$ cat config.mk
export PLATFORM = sky130hd
export DESIGN_NAME = mem_bus_decoder
export DESIGN_NICKNAME = d
export VERILOG_FILES = /design/src/rtl/mem_bus_decoder.sv
export SDC_FILE = /design/constraint.sdc
export NUM_CORES = 1
export LEC_CHECK = 0
export CAP_MARGIN = 20
export CORE_AREA = 2 2 123 125
export CTS_BUF_LIST = sky130_fd_sc_hd__clkbuf_2
export CTS_CLUSTER_DIAMETER = 40
export DETAILED_ROUTE_END_ITERATION = 8
export DIE_AREA = 0 0 125 127
export GPL_TIMING_DRIVEN = 0
export PLACE_DENSITY = 0.68
export SLEW_MARGIN = 20
export SYNTH_ARGS = -nofsm -noshare
export SYNTH_HDL_FRONTEND = slang
export SYNTH_SLANG_ARGS = --single-unit
$ cat constraint.sdc
create_clock -name clk -period 1.4 [get_ports clk]
set_input_delay 0.14 -clock clk [delete_from_list [all_inputs] [get_ports clk]]
set_output_delay 0.14 -clock clk [all_outputs]
set_load 0.02 [all_outputs]
$ cat src/rtl/mem_bus_decoder.sv
// One-master / N-slave decoder for the mem_valid/mem_ready bus: address-window routing,
// registered slave select, unmapped/timeout error response and error capture registers.
module mem_bus_decoder #(
    parameter int                      N_SLAVES   = 3,
    parameter logic [N_SLAVES*32-1:0]  SLAVE_BASE = {32'h03000000, 32'h00000000, 32'h00050000},
    parameter logic [N_SLAVES*32-1:0]  SLAVE_MASK = {3{32'hFFFF0000}},
    parameter int                      TIMEOUT    = 255,
    parameter logic [31:0]             ERR_RDATA  = 32'h00000000
) (
    input  logic                     clk,
    input  logic                     rst,
    input  logic                     m_valid,
    output logic                     m_ready,
    input  logic [31:0]              m_addr,
    output logic [31:0]              m_rdata,
    input  logic [31:0]              m_wdata,
    input  logic [3:0]               m_wstrb,
    output logic [N_SLAVES-1:0]      s_valid,
    input  logic [N_SLAVES-1:0]      s_ready,
    input  logic [N_SLAVES*32-1:0]   s_rdata,
    output logic [31:0]              s_addr,
    output logic [31:0]              s_wdata,
    output logic [3:0]               s_wstrb,
    output logic                     bus_err,
    output logic [31:0]              err_addr,
    output logic [7:0]               err_count
);

    localparam int SEL_W = (N_SLAVES > 1) ? $clog2(N_SLAVES) : 1;
    localparam int TMR_W = (TIMEOUT > 0) ? $clog2(TIMEOUT + 1) : 1;
    localparam logic [TMR_W-1:0] TMR_LIMIT = TMR_W'(TIMEOUT);

    // ST_UNMAPPED is the settle cycle that places the unmapped error response two cycles after m_valid
    typedef enum logic [1:0] {
        ST_IDLE     = 2'd0,
        ST_ACCESS   = 2'd1,
        ST_UNMAPPED = 2'd2,
        ST_ERROR    = 2'd3
    } state_t;

    state_t             state_r;
    logic [SEL_W-1:0]   sel_r;
    logic [TMR_W-1:0]   timer_r;
    logic               hit_s;
    logic [SEL_W-1:0]   hit_idx_s;
    logic               sel_ready_s;
    logic [31:0]        sel_rdata_s;

    assign s_addr  = m_addr;
    assign s_wdata = m_wdata;
    assign s_wstrb = m_wstrb;

    // Address decode: scan from the top index down so the lowest matching window wins
    always_comb begin
        hit_s     = 1'b0;
        hit_idx_s = '0;
        for (int i = N_SLAVES - 1; i >= 0; i--) begin
            hit_idx_s = ((m_addr & SLAVE_MASK[32*i +: 32]) == SLAVE_BASE[32*i +: 32]) ? SEL_W'(i) : hit_idx_s;
            hit_s     = hit_s | ((m_addr & SLAVE_MASK[32*i +: 32]) == SLAVE_BASE[32*i +: 32]);
        end
    end

    // Return-path mux of the registered selected slave
    always_comb begin
        sel_ready_s = 1'b0;
        sel_rdata_s = 32'h00000000;
        for (int i = 0; i < N_SLAVES; i++) begin
            sel_ready_s = (sel_r == SEL_W'(i)) ? s_ready[i] : sel_ready_s;
            sel_rdata_s = (sel_r == SEL_W'(i)) ? s_rdata[32*i +: 32] : sel_rdata_s;
        end
    end

    // Master and slave handshake outputs, decoded from the registered state
    always_comb begin
        s_valid = '0;
        m_ready = 1'b0;
        m_rdata = 32'h00000000;
        bus_err = 1'b0;
        case (state_r)
            ST_ACCESS: begin
                for (int i = 0; i < N_SLAVES; i++) begin
                    s_valid[i] = (sel_r == SEL_W'(i)) & m_valid;
                end
                // a master that withdrew its request never sees a completion
                m_ready = m_valid & sel_ready_s;
                m_rdata = sel_rdata_s;
            end
            ST_ERROR: begin
                m_ready = 1'b1;
                m_rdata = ERR_RDATA;
                bus_err = 1'b1;
            end
            default: begin
                s_valid = '0;
                m_ready = 1'b0;
                m_rdata = 32'h00000000;
                bus_err = 1'b0;
            end
        endcase
    end

    // Transfer sequencing, access timer and error capture
    always_ff @(posedge clk) begin
        if (rst) begin
            state_r   <= ST_IDLE;
            sel_r     <= '0;
            timer_r   <= '0;
            err_addr  <= 32'h00000000;
            err_count <= 8'd0;
        end else begin
            case (state_r)
                ST_IDLE: begin
                    if (m_valid) begin
                        if (hit_s) begin
                            sel_r   <= hit_idx_s;
                            timer_r <= '0;
                            state_r <= ST_ACCESS;
                        end else begin
                            state_r <= ST_UNMAPPED;
                        end
                    end else begin
                        state_r <= ST_IDLE;
                    end
                end
                ST_ACCESS: begin
                    timer_r <= timer_r + TMR_W'(1);
                    // completion outranks a timeout landing in the same cycle
                    if (!m_valid || sel_ready_s) begin
                        state_r <= ST_IDLE;
                    end else if ((TIMEOUT != 0) && (timer_r == TMR_LIMIT)) begin
                        state_r <= ST_ERROR;
                    end else begin
                        state_r <= ST_ACCESS;
                    end
                end
                ST_UNMAPPED: begin
                    state_r <= m_valid ? ST_ERROR : ST_IDLE;
                end
                ST_ERROR: begin
                    err_addr <= m_addr;
                    if (err_count != 8'hFF) begin
                        err_count <= err_count + 8'd1;
                    end else begin
                        err_count <= err_count;
                    end
                    state_r <= ST_IDLE;
                end
                default: begin
                    state_r <= ST_IDLE;
                end
            endcase
        end
    end

endmodule

Word-level counts from Yosys, hierarchy flattened
Index checks and enable logic that the tools add are counted.
- add/subtract/negate cells: 2
- eq/ne operators: 11
- $lt $le $gt $ge: 0
- mux-type cells: 22
- multiply operators: 0
- shifts and indexed selects: 0
- bitwise operators: 6
- reduce and logical (&&, ||, !) cells: 9
- divide/modulo/power cells: 0
- operators by type and width (cell ; count):
    two-way mux 32 bit ; 4
    zero test 32 bit ; 1
    adder 8 x 1 -> 8 bit, second input constant ; 2
    == test 16 x 10 -> 1 bit, second input constant ; 1
    == test 16 x 3 -> 1 bit, second input constant ; 1
    two-way mux 2 bit ; 8
    two-way mux 8 bit ; 2
    one-hot mux 8 bit (2 select lines) ; 1
    == test 8 bit, second input constant ; 1
    inequality test 8 bit, second input constant ; 1
    one-hot mux 2 bit (4 select lines) ; 1
    == test 2 bit, second input constant ; 3
    AND reduction 3 bit ; 2
    AND 1 bit ; 4
    == test 2 x 1 -> 1 bit, second input constant ; 2
    zero test 2 bit ; 2
    two-way mux 1 bit ; 4
    inequality test 2 bit, second input constant ; 2
    two-way mux 3 bit ; 1
    OR 1 bit ; 2
    one-hot mux 1 bit (2 select lines) ; 1
    AND reduction 2 bit ; 1
    nonzero test 2 bit ; 1
    zero test 1 bit ; 1
    logical OR 1 bit ; 1
- RAM bits: 0
- output and inout port bits: 145
- bits in read-only memories: 0
- latch bits: 0
- word-level logic and storage cells: 55
- memories: 0
- input bits: 170
- register bits after elaboration: 52

Longest topological paths before layout
- depth after elaboration: 7
- mapped depth: 6

Least setup slack after synthesis
OpenSTA, ideal clock, no wires.
- kind: reg-to-reg
- start point: register err_count[0]
- end point: register err_count[1]
- clock period less this slack: 1.593 ns
- path slack: -0.193 ns
- data arrival time: 1.465 ns
- data required time: 1.272 ns
- stages on the path, launching flop included: 6
- path through: dfxtp_1 -> ha_1 -> nand3_1 -> o21ai_0 -> mux2i_1 -> nor2_1
- word-level cells in the longest chain between the ends: 2
- elaborated cells on any way between the ends: 3
- classes of those cells: add/sub: 1; eq/ne: 1; reduce/logical: 1
- ends and longest elaborated chain (item ; RTL line ; text):
    start, declared ; 26 ; output logic [7:0] err_count
    start signal, assigned ; 142 ; err_count <= err_count + 8'd1;
    start signal, assigned ; 144 ; err_count <= err_count;
    parallel branches: the longest is 2 deep, another holds adder 8 x 1 -> 8 bit ; n/a ;
Several ways; the timed one is not identified.
A chain may end at the register's enable or synchronous reset.

Worst setup path after layout
- start point: register sel_r[0]
- end point: output m_ready
- word-level cells in the longest chain between the ends: 6
- elaborated cells on any way between the ends: 8
- classes of those cells: eq/ne: 2; mux: 4; bitwise: 1; reduce/logical: 1
- ends and longest elaborated chain (item ; RTL line ; text):
    start, declared ; 42 ; logic [SEL_W-1:0] sel_r;
    start signal, assigned ; 115 ; sel_r <= hit_idx_s;
    zero test 2 bit ; 68 ; sel_ready_s = (sel_r == SEL_W'(i)) ? s_ready[i] : sel_ready_s;
    two-way mux 1 bit (2 in a row) ; 68 ;
    two-way mux 1 bit (*) ; 68 ;
    AND 1 bit (*) ; 85 ; m_ready = m_valid & sel_ready_s;
    one-hot mux 1 bit (2 select lines) (*) ; 79 ; case (state_r)
    end, declared ; 13 ; output logic m_ready,
Every way passes the cells marked *; elsewhere a longest branch is shown, timed or not.

==> flow_summary_export.csv <==
group,metric,value,unit
floorplan,dieArea,15900,sq um
floorplan,core,14400,sq um
clock_network,cts-root-buf,"clkbuf_2",
min_path,min_to,"err_addr[16]",
synth,post_synth_num_cell_types,37,
global_route,antenna_found_initial,1,
setup_path,cp-start-kind,"flip-flop",
routing,dr.pass1.iters,4,
clock_network,cts_tree,"built",
min_path,hold_depth,3,
setup_path,reg2reg_depth,9,
placement,dp_slack,-0.784,ns
synth,synth_compound_area_frac,0.155,
clock_network,clk_pin_slew,0.26,ns
timing,slew-limit-headroom,0.542,
setup_path,worst_ep_arrival_time,1.81,ns
timing,hold_viol,0,
setup_path,r2r-start,"state_r[0]",
timing,fmax,512,MHz
clock_network,hold_buffers,0,
setup_path,path_class,"reg2out",
final_layout,drive_above_1_share,0.481,
floorplan,die_y,127,um
setup_path,crit_path_top_delay_cell,"dfxtp_4",
placement,place_congestion,0.792,
timing,rsz0062_at_grt,"yes",
global_route,grt_pass1_vias,4227,
min_path,hp-class,"in2reg",
setup_path,crit_path_cell_trace,"clkbuf_16 -> nor2b_4 -> buf_8 -> o2bb2ai_4 -> a21oi_2 -> nor2b_2 -> buf_6",
final_layout,final_util,0.540,
timing,worst_slack,-0.553,ns
synth,yosys.area_share.simple,0.234,
timing,fin_worst_skew,0.0137,ns
setup_path,critical-path-top-delay-family,"buffers and inverters",
floorplan,row_count,44,
timing,drv_slew,0,
clock_network,cts_buffer_depth,2,
global_route,track_usage,0.170,
synth,ys_seq_area_frac,0.299,
run,cap_viol_max_count,0,
floorplan,die_w,125,um
setup_path,worstPathRequired,1.26,ns
synth,synth_fp_nets,653,
power_and_ir_drop,power.leakage,3.01,nW
routing,route.detailed.drc,0,
clock_network,cts-buffers-inserted,5,
routing,drt_iter0_drc,93,
status,violations,"setup timing",
timing,period_share,1.40,
routing,vias,4333,
setup_path,end_kind,"output pin",
routing,wl_per_cell,15.4,um
timing,worstMarginPinSlew,0.686,ns
routing,ant_nets,0,
setup_path,crit_path_max_fanout,5,
global_route,overflow,0,
power_and_ir_drop,ir_worst_vdd,446,uV
synth,synth_seq_cells,52,
setup_path,r2r_setup_slack,-0.32,ns
synth,syn_inst,481,
synth,yosys_warnings,0,
final_layout,fin_nets,970,
clock_network,numClockSinks,52,
floorplan,initial_core_util,0.241,
setup_path,rr_endpoint,"err_count[6]",
min_path,worstHoldStart,"m_addr[16]",
status,status,"complete, but fails checks",
synth,synth_top_family_by_area,"simple AND/OR/NAND/NOR gates",
final_layout,area_growth,124,%
timing,setup_violations,87,
clock_network,cts_htree_levels,2,
power_and_ir_drop,powerDensity,455,nW/um^2
routing,drt-total-wl,15100,um
setup_path,max_stage_delay,0.42,ns
routing,routed_via_density,4.40,
synth,synthAdderAreaFrac,0.00719,
synth,synth.avg_cell_area,7.24,sq um
timing,period_minus_slack,1.95,ns
global_route,grt_pass1_wl,21900,um
synth,syn_area,3480,sq um
setup_path,crit_buf_inv,3,
placement,dpl.hpwl,11500,um
synth,synth-xor-area-share,0.0151,
clock_network,clock_latency,0.46,ns
floorplan,io_pins,315,
placement,port_buffers,277,
global_route,grt_max_degree,17,
synth,muxShareOfSynthArea,0.101,
sequential cells by signal (all words and copies together), names as in the netlist:
signal and count:
sel_r 2, timer_r 8, err_addr 32, err_count 8
state_r 2
worst min-delay path: stages:
cell and delay (ns):
dlygate4sd2_1 0.30, nand2_1 0.08, a21oi_1 0.05
layout make-up:
| class | instances | area, sq um |
|---|---|---|
| fillers | 1366 | 6640 |
| inverters | 10 | 50.0 |
| well taps | 184 | 230 |
| diodes | 1 | 2.50 |
| flip-flops and latches | 52 | 1080 |
| plain buffers | 95 | 848 |
| multi-input cells | 323 | 2500 |
| clock buffers | 5 | 25.0 |
| repair buffers | 311 | 3010 |
| clock inverters | 3 | 42.5 |
logic make-up (layout without fill, tap and decap cells):
family / Yosys count / after routing
AO/OA/AOI/OAI: 95 / 95
XOR/XNOR: 6 / 6
adder cells (fa/ha/maj): 2 / 2
buffers and inverters: 106 / 424
flip-flops: 52 / 52
multiplexers: 35 / 35
other: 0 / 1
AND/OR/NAND/NOR: 185 / 185
timing repair:
item,in CTS,in global routing
buffers inserted,14,14
setup endpoints to repair,159,122
resized for setup,374,250
pin swaps,9,81
gates cloned,0,6
layer usage:
| layer | GRT usage | vias to the layer above | routed length, um |
|---|---|---|---|
| li1 | - | 2181 | - |
| met1 | 0.184 | 1952 | 5620 |
| met2 | 0.316 | 182 | 7980 |
| met3 | 0.0582 | 18 | 1220 |
| met4 | 0.0484 | 0 | 312 |
| met5 | 0 | - | 0 |
how the worst max path moves through the flow:
stage | from | cells past startpoint | slack, ns | end
finish | sel_r[0] | 7 | -0.55 | m_ready
global placement | sel_r[0] | 7 | -0.78 | m_rdata[30]
detailed placement | sel_r[1] | 7 | -0.78 | m_ready
CTS | sel_r[0] | 7 | -0.58 | m_rdata[4]
global route | sel_r[0] | 7 | -0.68 | m_ready
floorplan | state_r[0] | 5 | -0.03 | sel_r[0]
metrics by stage:
step | area [sq um] | hold slack [ns] | total power [mW] | TNS [ns] | instances
final | 7790 | 0.126 | 3.55 | -27.34 | 984
after detailed placement | 6610 | 0.446 | 2.69 | -45.29 | 942
after global routing | 7790 | 0.121 | 3.71 | -35.79 | 984
after floorplan | 3610 | 0.271 | 2.01 | -0.0375 | 481
after CTS | 7030 | 0.0903 | 3.52 | -22.27 | 963
after global placement | 6610 | 0.441 | 2.69 | -47.45 | 942
where the power goes:
| part | switching (mW) | internal (mW) |
|---|---|---|
| clock network | 0.512 | 0.297 |
| logic | 0.498 | 0.739 |
| registers | 0.0151 | 1.49 |
Yosys cell counts:
cell        n  area share
nand2_1    73       0.079
or3_1       4      0.0072
o311a_1     1      0.0029
buf_2       5      0.0072
clkbuf_2    1      0.0014
nor3b_1     3      0.0065
xnor2_1     2      0.0050
or4_1       4      0.0086
mux2i_1    35        0.10
nand4_1     2      0.0036
nor4_2      2      0.0072
buf_1       1      0.0011
xor2_1      4       0.010
o22ai_1     2      0.0036
nand3_1     8       0.011
o32a_2      1      0.0032
or2_2       2      0.0036
clkinv_1    1      0.0011
dfxtp_1    52        0.30
o211ai_4    1      0.0061
o211ai_1    8       0.017
buf_4      68        0.15
and3_1      5      0.0090
o21ai_1     2      0.0029
or4_4       1      0.0032
nor3_1      2      0.0029
ha_1        2      0.0072
a21oi_1    69       0.099
nand4bb_1   1      0.0032
clkbuf_1   21       0.023
o21ai_0     6      0.0086
nor2_1     72       0.078
o2bb2ai_1   1      0.0025
nor2b_1     5      0.0090
o31ai_1     4      0.0086
inv_1       9      0.0097
nand2b_1    1      0.0018
layout by cell type, fill, tap and decap left out, types with 6 or more instances in the layout:
cell | Yosys | routed
nand3_1 | 8 | 7
inv_1 | 9 | 9
dfxtp_2 | 0 | 10
nor2_2 | 0 | 33
clkbuf_16 | 0 | 8
nand2_1 | 73 | 42
buf_8 | 0 | 9
buf_6 | 0 | 40
clkbuf_2 | 1 | 42
dfxtp_1 | 52 | 35
buf_12 | 0 | 6
mux2i_2 | 0 | 9
dlygate4sd2_1 | 0 | 32
a21oi_1 | 69 | 9
dfxtp_4 | 0 | 7
buf_4 | 68 | 89
mux2i_1 | 35 | 24
clkdlybuf4s50_1 | 0 | 168
o211ai_1 | 8 | 8
a21oi_2 | 0 | 59
nand2_4 | 0 | 25
nor2_1 | 72 | 39
Note: power is estimated with default switching activity, not from simulation.
